**src/rtl/regfile_write_arbiter_if.sv**
```systemverilog
// Requester and register-file write-port bundle for regfile_write_arbiter.
// The master side drives requests and clear commands; the slave side is the arbiter.
interface regfile_write_arbiter_if #(
    parameter int NUM_REQ = 3,
    parameter int ADDR_W  = 3,
    parameter int DATA_W  = 4,
    parameter int ID_W    = 2
);
    logic [NUM_REQ-1:0]        req_valid;
    logic [NUM_REQ-1:0]        req_ready;
    logic [NUM_REQ*ADDR_W-1:0] req_addr;
    logic [NUM_REQ*DATA_W-1:0] req_data;
    logic                      clr_start;
    logic                      clr_busy;
    logic                      clr_done;
    logic                      rf_wr_en;
    logic [ADDR_W-1:0]         rf_wr_addr;
    logic [DATA_W-1:0]         rf_wr_data;
    logic [ID_W-1:0]           grant_id;

    modport master (
        output req_valid, req_addr, req_data, clr_start,
        input  req_ready, clr_busy, clr_done,
        input  rf_wr_en, rf_wr_addr, rf_wr_data, grant_id
    );

    modport slave (
        input  req_valid, req_addr, req_data, clr_start,
        output req_ready, clr_busy, clr_done,
        output rf_wr_en, rf_wr_addr, rf_wr_data, grant_id
    );
endinterface

```
**src/rtl/regfile_write_arbiter.sv**
```systemverilog
// Round-robin arbiter for the single register-file write port, with a
// sequencer that zero-fills every register when clr_start is pulsed.
module regfile_write_arbiter #(
    parameter int NUM_REQ = 3,
    parameter int ADDR_W  = 3,
    parameter int DATA_W  = 4,
    parameter int ID_W    = 2
) (
    input logic                   clk,
    input logic                   rst_n,
    regfile_write_arbiter_if.slave bus
);
    typedef enum logic {ST_ARB, ST_CLEAR} state_t;

    state_t            state;
    logic [ID_W-1:0]   rr_ptr;
    logic [ADDR_W-1:0] cnt;
    logic              wr_en_q;
    logic [ADDR_W-1:0] wr_addr_q;
    logic [DATA_W-1:0] wr_data_q;
    logic [ID_W-1:0]   grant_q;
    logic              busy_q;
    logic              done_q;

    logic              win_found;
    logic [ID_W-1:0]   win_idx;
    logic [NUM_REQ-1:0] ready;
    int                idx;

    // Search upward from rr_ptr, wrapping at NUM_REQ rather than a power of two.
    always_comb begin
        // NOTE: every variable gets a default before the loop so no latch is inferred.
        win_found = 1'b0;
        win_idx   = '0;
        idx       = 0;
        for (int k = 0; k < NUM_REQ; k++) begin
            idx = int'(rr_ptr) + k;
            if (idx >= NUM_REQ) idx = idx - NUM_REQ;
            if (!win_found && bus.req_valid[ID_W'(idx)]) begin
                win_found = 1'b1;
                win_idx   = ID_W'(idx);
            end
        end
    end

    // A clear command in the same cycle beats any pending request.
    always_comb begin
        ready = '0;
        if (state == ST_ARB && !bus.clr_start && win_found)
            ready[win_idx] = 1'b1;
    end

    assign bus.req_ready  = ready;
    assign bus.rf_wr_en   = wr_en_q;
    assign bus.rf_wr_addr = wr_addr_q;
    assign bus.rf_wr_data = wr_data_q;
    assign bus.grant_id   = grant_q;
    assign bus.clr_busy   = busy_q;
    assign bus.clr_done   = done_q;

    // NOTE: sequential state uses non-blocking assignments so all registers update together.
    always_ff @(posedge clk or negedge rst_n) begin
        if (!rst_n) begin
            state     <= ST_ARB;
            rr_ptr    <= '0;
            cnt       <= '0;
            wr_en_q   <= 1'b0;
            wr_addr_q <= '0;
            wr_data_q <= '0;
            grant_q   <= '0;
            busy_q    <= 1'b0;
            done_q    <= 1'b0;
        end else begin
            case (state)
                ST_ARB: begin
                    done_q <= 1'b0;
                    if (bus.clr_start) begin
                        state   <= ST_CLEAR;
                        cnt     <= '0;
                        busy_q  <= 1'b1;
                        wr_en_q <= 1'b0;
                    end else if (win_found) begin
                        wr_en_q   <= 1'b1;
                        wr_addr_q <= bus.req_addr[int'(win_idx)*ADDR_W +: ADDR_W];
                        wr_data_q <= bus.req_data[int'(win_idx)*DATA_W +: DATA_W];
                        grant_q   <= win_idx;
                        rr_ptr    <= (win_idx == ID_W'(NUM_REQ - 1)) ? '0 : win_idx + 1'b1;
                    end else begin
                        wr_en_q <= 1'b0;
                    end
                end
                ST_CLEAR: begin
                    wr_en_q   <= 1'b1;
                    wr_addr_q <= cnt;
                    wr_data_q <= '0;
                    grant_q   <= '0;
                    cnt       <= cnt + 1'b1;
                    if (cnt == '1) begin
                        state  <= ST_ARB;
                        busy_q <= 1'b0;
                        done_q <= 1'b1;
                    end
                end
                default: state <= ST_ARB;
            endcase
        end
    end
endmodule
```
**src/flat_wrapper.sv**
```systemverilog
// flat-port wrapper written by rule: the top's interface ports become plain ports
module regfile_write_arbiter_flat 
#(
    parameter int NUM_REQ = 3,
    parameter int ADDR_W  = 3,
    parameter int DATA_W  = 4,
    parameter int ID_W    = 2
)
  (clk, rst_n, bus_req_valid, bus_req_addr, bus_req_data, bus_clr_start, bus_req_ready, bus_clr_busy, bus_clr_done, bus_rf_wr_en, bus_rf_wr_addr, bus_rf_wr_data, bus_grant_id);
  regfile_write_arbiter_if #(.NUM_REQ(NUM_REQ), .ADDR_W(ADDR_W), .DATA_W(DATA_W), .ID_W(ID_W)) bus_i ();
  input logic clk;
  input logic rst_n;
  input wire logic [$bits(bus_i.req_valid)-1:0] bus_req_valid;
  input wire logic [$bits(bus_i.req_addr)-1:0] bus_req_addr;
  input wire logic [$bits(bus_i.req_data)-1:0] bus_req_data;
  input wire logic [$bits(bus_i.clr_start)-1:0] bus_clr_start;
  output wire logic [$bits(bus_i.req_ready)-1:0] bus_req_ready;
  output wire logic [$bits(bus_i.clr_busy)-1:0] bus_clr_busy;
  output wire logic [$bits(bus_i.clr_done)-1:0] bus_clr_done;
  output wire logic [$bits(bus_i.rf_wr_en)-1:0] bus_rf_wr_en;
  output wire logic [$bits(bus_i.rf_wr_addr)-1:0] bus_rf_wr_addr;
  output wire logic [$bits(bus_i.rf_wr_data)-1:0] bus_rf_wr_data;
  output wire logic [$bits(bus_i.grant_id)-1:0] bus_grant_id;
  assign bus_i.req_valid = bus_req_valid;
  assign bus_i.req_addr = bus_req_addr;
  assign bus_i.req_data = bus_req_data;
  assign bus_i.clr_start = bus_clr_start;
  assign bus_req_ready = bus_i.req_ready;
  assign bus_clr_busy = bus_i.clr_busy;
  assign bus_clr_done = bus_i.clr_done;
  assign bus_rf_wr_en = bus_i.rf_wr_en;
  assign bus_rf_wr_addr = bus_i.rf_wr_addr;
  assign bus_rf_wr_data = bus_i.rf_wr_data;
  assign bus_grant_id = bus_i.grant_id;
  regfile_write_arbiter #(.NUM_REQ(NUM_REQ), .ADDR_W(ADDR_W), .DATA_W(DATA_W), .ID_W(ID_W)) u_core (.clk(clk), .rst_n(rst_n), .bus(bus_i));
endmodule
```
**config.mk**
```make
export PLATFORM = sky130hd
export DESIGN_NAME = regfile_write_arbiter_flat
export DESIGN_NICKNAME = d
export VERILOG_FILES = /design/src/rtl/regfile_write_arbiter_if.sv /design/src/rtl/regfile_write_arbiter.sv /design/src/flat_wrapper.sv
export SDC_FILE = /design/constraint.sdc
export NUM_CORES = 1
export LEC_CHECK = 0
export CAP_MARGIN = 10
export CELL_PAD_IN_SITES_DETAIL_PLACEMENT = 0
export CELL_PAD_IN_SITES_GLOBAL_PLACEMENT = 1
export CORE_ASPECT_RATIO = 0.75
export CORE_UTILIZATION = 30
export CTS_BUF_LIST = sky130_fd_sc_hd__clkbuf_2 sky130_fd_sc_hd__clkbuf_4 sky130_fd_sc_hd__clkbuf_8
export DETAILED_ROUTE_END_ITERATION = 6
export PLACE_DENSITY_LB_ADDON = 0.1
export SYNTH_ARGS = -nofsm -noshare
export SYNTH_HDL_FRONTEND = slang
export SYNTH_SLANG_ARGS = --single-unit
```
**constraint.sdc**
```tcl
create_clock -name clk -period 2.47 [get_ports clk]
set_input_delay 0.3705 -clock clk [delete_from_list [all_inputs] [get_ports clk]]
set_output_delay 0.3705 -clock clk [all_outputs]
set_load 0.03 [all_outputs]
```
==> key figures, run 1 <==
Layout
  • Fillers: 298
  • Fin area: 1951 um^2
  • # diodes: 0
  • Nets: 210
  • Layout cell share with drive strength beyond 1: 35.03%
  • Area grow syn2layout: 78.78%

Clocking
  • Worst-Skew Late Latency: 0.26 ns
  • TritonCTS clock tree: done
  • H-tree levels: 1
  • Cts bufs inserted: 3
  • Clock buffer depth: 2
  • TritonCTS Sinks: 18
  • Reg clk slew, reported paths: 0.07 ns
  • Clock root buffer: clkbuf_8

STA
  • Max Clock Skew: 0.001727 ns
  • Fmax: 0.3817 GHz
  • Period utilization: 106.1%
  • Final hold viol count: 0
  • Post-Route Setup TNS: -0.2649 ns
  • Worst-Margin Slew: 0.4346 ns
  • Period minus WS final: 2.620 ns
  • Setup-failing EPs final: 3
  • RSZ-0062 raised after global routing: yes
  • Slew Limit Headroom: 70.72%
  • Fin. max-slew vios: 0
  • Final worst setup slack: -0.1499 ns
  • Hold WS: 0.4397 ns

Placement
  • Dpl hpwl: 2382 um
  • Area after DPL: 1669 um^2
  • Port buffer count: 41
  • Routability-driven placement congestion ratio: 0.7858

Setup path
  • Data required, critical path: 2.10 ns
  • Critical Path Source Type: flop
  • Reg-to-reg startpoint: u_core.rr_ptr[0]
  • Setup crit start: u_core.rr_ptr[1]
  • Crit. End Element: output port
  • Critical Path Fanout Max: 6
  • Kind of critical path: reg2out
  • Worst EP arrival: 2.25 ns

Worst hold path
  • Hold Path Class: in2async

Yosys
  • Register area share after synthesis: 41.28%
  • Syn Area/Cell: 10.39 um^2
  • Ys flop type: dfrtp_1
  • Flops & latches, synth: 18
  • Ys Warns: 0
  • Post-synth cell types: 40
  • Gate Count Post-Synth: 105
  • Share of flip-flops with an asynchronous set or reset: 100.0%
  • Synthesized area: 1091 um^2
  • Mapped Nets: 137
  • EDFF count, synth: 0

Route
  • Via count: 1109
  • Drt wl/cell: 15.21 um
  • Highest routed metal layer: met4
  • Post-DRT Antenna Nets: 0
  • WL final: 3300 um
  • WL met1: 1556 um
  • DRC: 0
  • 1st-pass router iterations: 4
  • Detail Route met3 WL: 149 um
  • 1st-iter DRT viols: 28
  • WL met2: 1546 um
  • Via-to-Cell Ratio: 5.111

GRT
  • Antenna violations before repair: 0
  • Largest net degree at the start of global routing: 19
  • First-pass GRT wire length: 5395 um
  • Overflow after GRT: 0
  • Number of global-route vias before repair: 1137
  • All-Layer GR Usage: 18.87%

Pwr
  • Tot Pwr: 2.426 mW
  • Lkg Pwr: 0.8888 nW
  • PD cells: 1244 nW/um^2
  • Peak supply drop: 0.6956 mV

Run status
  • Status: finished, violations left
  • Violated checks: negative setup slack

Floorplanning
  • Die W: 71.64 um
  • Die height: 54.23 um
  • I/O pins: 42
  • Core Rows: 18
  • CORE AREA: 3378 um^2
  • Die Footprint: 3884 um^2
  • Starting Density: 32.30%

Job
  • Max_cap viols: 0
## worst max-delay path, cell delays in order, from the launching register on
cell      delay (ns)
dfrtp_2         0.46
ha_4            0.31
a22o_1          0.16
a222oi_1        0.10
buf_4           0.17
a211o_4         0.33
or2_4           0.25
nor2_4          0.09
buf_6           0.13
## cells in the mapped netlist (2+ instances only)
library cell  number  area share, %
ha_1               5            5.7
nor2b_1            3            1.7
nand2_1            5            1.7
inv_1              9            3.1
nor2_1             7            2.4
mux2_2             7            7.2
clkbuf_1           2           0.69
a21oi_1            3            1.4
mux2i_1            2            1.8
o21ai_0            3            1.4
dfrtp_1           18             41
a22o_1             8            6.4
a21o_1             6            4.1
## where the power goes
part | leakage, nW | internal (mW) | switching, mW
registers | 0.222 | 0.415 | 0.0946
logic | 0.638 | 0.892 | 0.778
clock network | 0.0288 | 0.142 | 0.105
total | 0.889 | 1.45 | 0.977
## registers in the layout, indices dropped and copies added, names as in the netlist
register / count
u_core.state: 1
u_core.bus.clr_done: 1
u_core.cnt: 3
u_core.rr_ptr: 2
u_core.bus.rf_wr_en: 1
u_core.bus.clr_busy: 1
u_core.bus.rf_wr_data: 4
u_core.bus.grant_id: 2
u_core.bus.rf_wr_addr: 3
## worst paths after layout
kind                            slack, ns                       end  cells after the start
worst max-delay path                -0.15          bus_req_ready[1]                      8
worst min-delay path                 0.44          u_core.rr_ptr[0]                      2
worst max register to register      -0.01  u_core.bus.rf_wr_addr[0]                     10
worst min register to register       0.49    u_core.bus.grant_id[0]                      2
max in group asynchronous            1.81          u_core.rr_ptr[1]                      2
min in group clk                     0.49    u_core.bus.grant_id[0]                      2
## timing repair
action                                  CTS  global route
buffers inserted                          7             6
pin swaps                                 7             8
resized for setup                        21             8
hold buffers                              0             0
endpoints found under the setup margin    6             7
## cell usage in the layout (no fill, tap or decap), drive strengths merged, types with 2 or more instances in the layout
master         netlist  layout
nor2b                3       3
o21ai                3       3
a21o                 6       6
a221o                2       2
dfrtp               18      18
nand2                5       5
a31oi                2       2
buf                  1      33
mux2                 7       7
clkbuf               2       4
clkdlybuf4s50        0      38
ha                   5       5
nor2                 7       7
a22o                 8       8
a21oi                3       3
inv                  9       9
mux2i                2       2
## area by class of cell
cell class	count	area, um^2	share of cell area, %
clock buffer	4	55.05	2.822
inverter	9	33.78	1.732
multi-input combinational	75	701.9	35.98
sequential	18	451.7	23.16
tap	40	50.05	2.566
timing repair buffer	71	658.1	33.74
## cells by family after synthesis
group           share of synthesized area, %
compound gates                         27.64
fa+ha+maj                              5.734
buf+inv                                4.816
flops                                  41.28
mux                                    9.060
simple gates                           11.47
## metal layers
metal,global-route usage (%),up-vias
met3,5.341,7
met5,0,-
li1,-,536
met4,5.882,0
met1,24.89,537
met2,30.50,29
## per-stage QoR
stage	std cells	setup slack, ns	util, %
after detailed placement	201	-0.1477	49.41
after global routing	217	-0.2335	57.74
final	217	-0.1499	57.74
after floorplan	105	-0.1399	-
after global placement	201	-0.09964	49.41
after CTS	212	-0.1402	55.52
Power figures use the tool's default switching activity.
==> inputs of run 2 (changes only) <==
--- a/config.mk
+++ b/config.mk
@@ -11,6 +11,7 @@
 export CORE_ASPECT_RATIO = 0.75
 export CORE_UTILIZATION = 30
 export CTS_BUF_LIST = sky130_fd_sc_hd__clkbuf_2 sky130_fd_sc_hd__clkbuf_4 sky130_fd_sc_hd__clkbuf_8
+export CTS_CLUSTER_SIZE = 20
 export DETAILED_ROUTE_END_ITERATION = 6
 export PLACE_DENSITY_LB_ADDON = 0.1
 export SYNTH_ARGS = -nofsm -noshare
==> results of run 2 <==
No change in the layout: final DEF, timing and power equal those of run 1.
==> inputs of run 3 (changes only) <==
--- a/config.mk
+++ b/config.mk
@@ -5,7 +5,6 @@
 export SDC_FILE = /design/constraint.sdc
 export NUM_CORES = 1
 export LEC_CHECK = 0
-export CAP_MARGIN = 10
 export CELL_PAD_IN_SITES_DETAIL_PLACEMENT = 0
 export CELL_PAD_IN_SITES_GLOBAL_PLACEMENT = 1
 export CORE_ASPECT_RATIO = 0.75
==> results of run 3 <==
No change in the layout: final DEF, timing and power equal those of run 1.
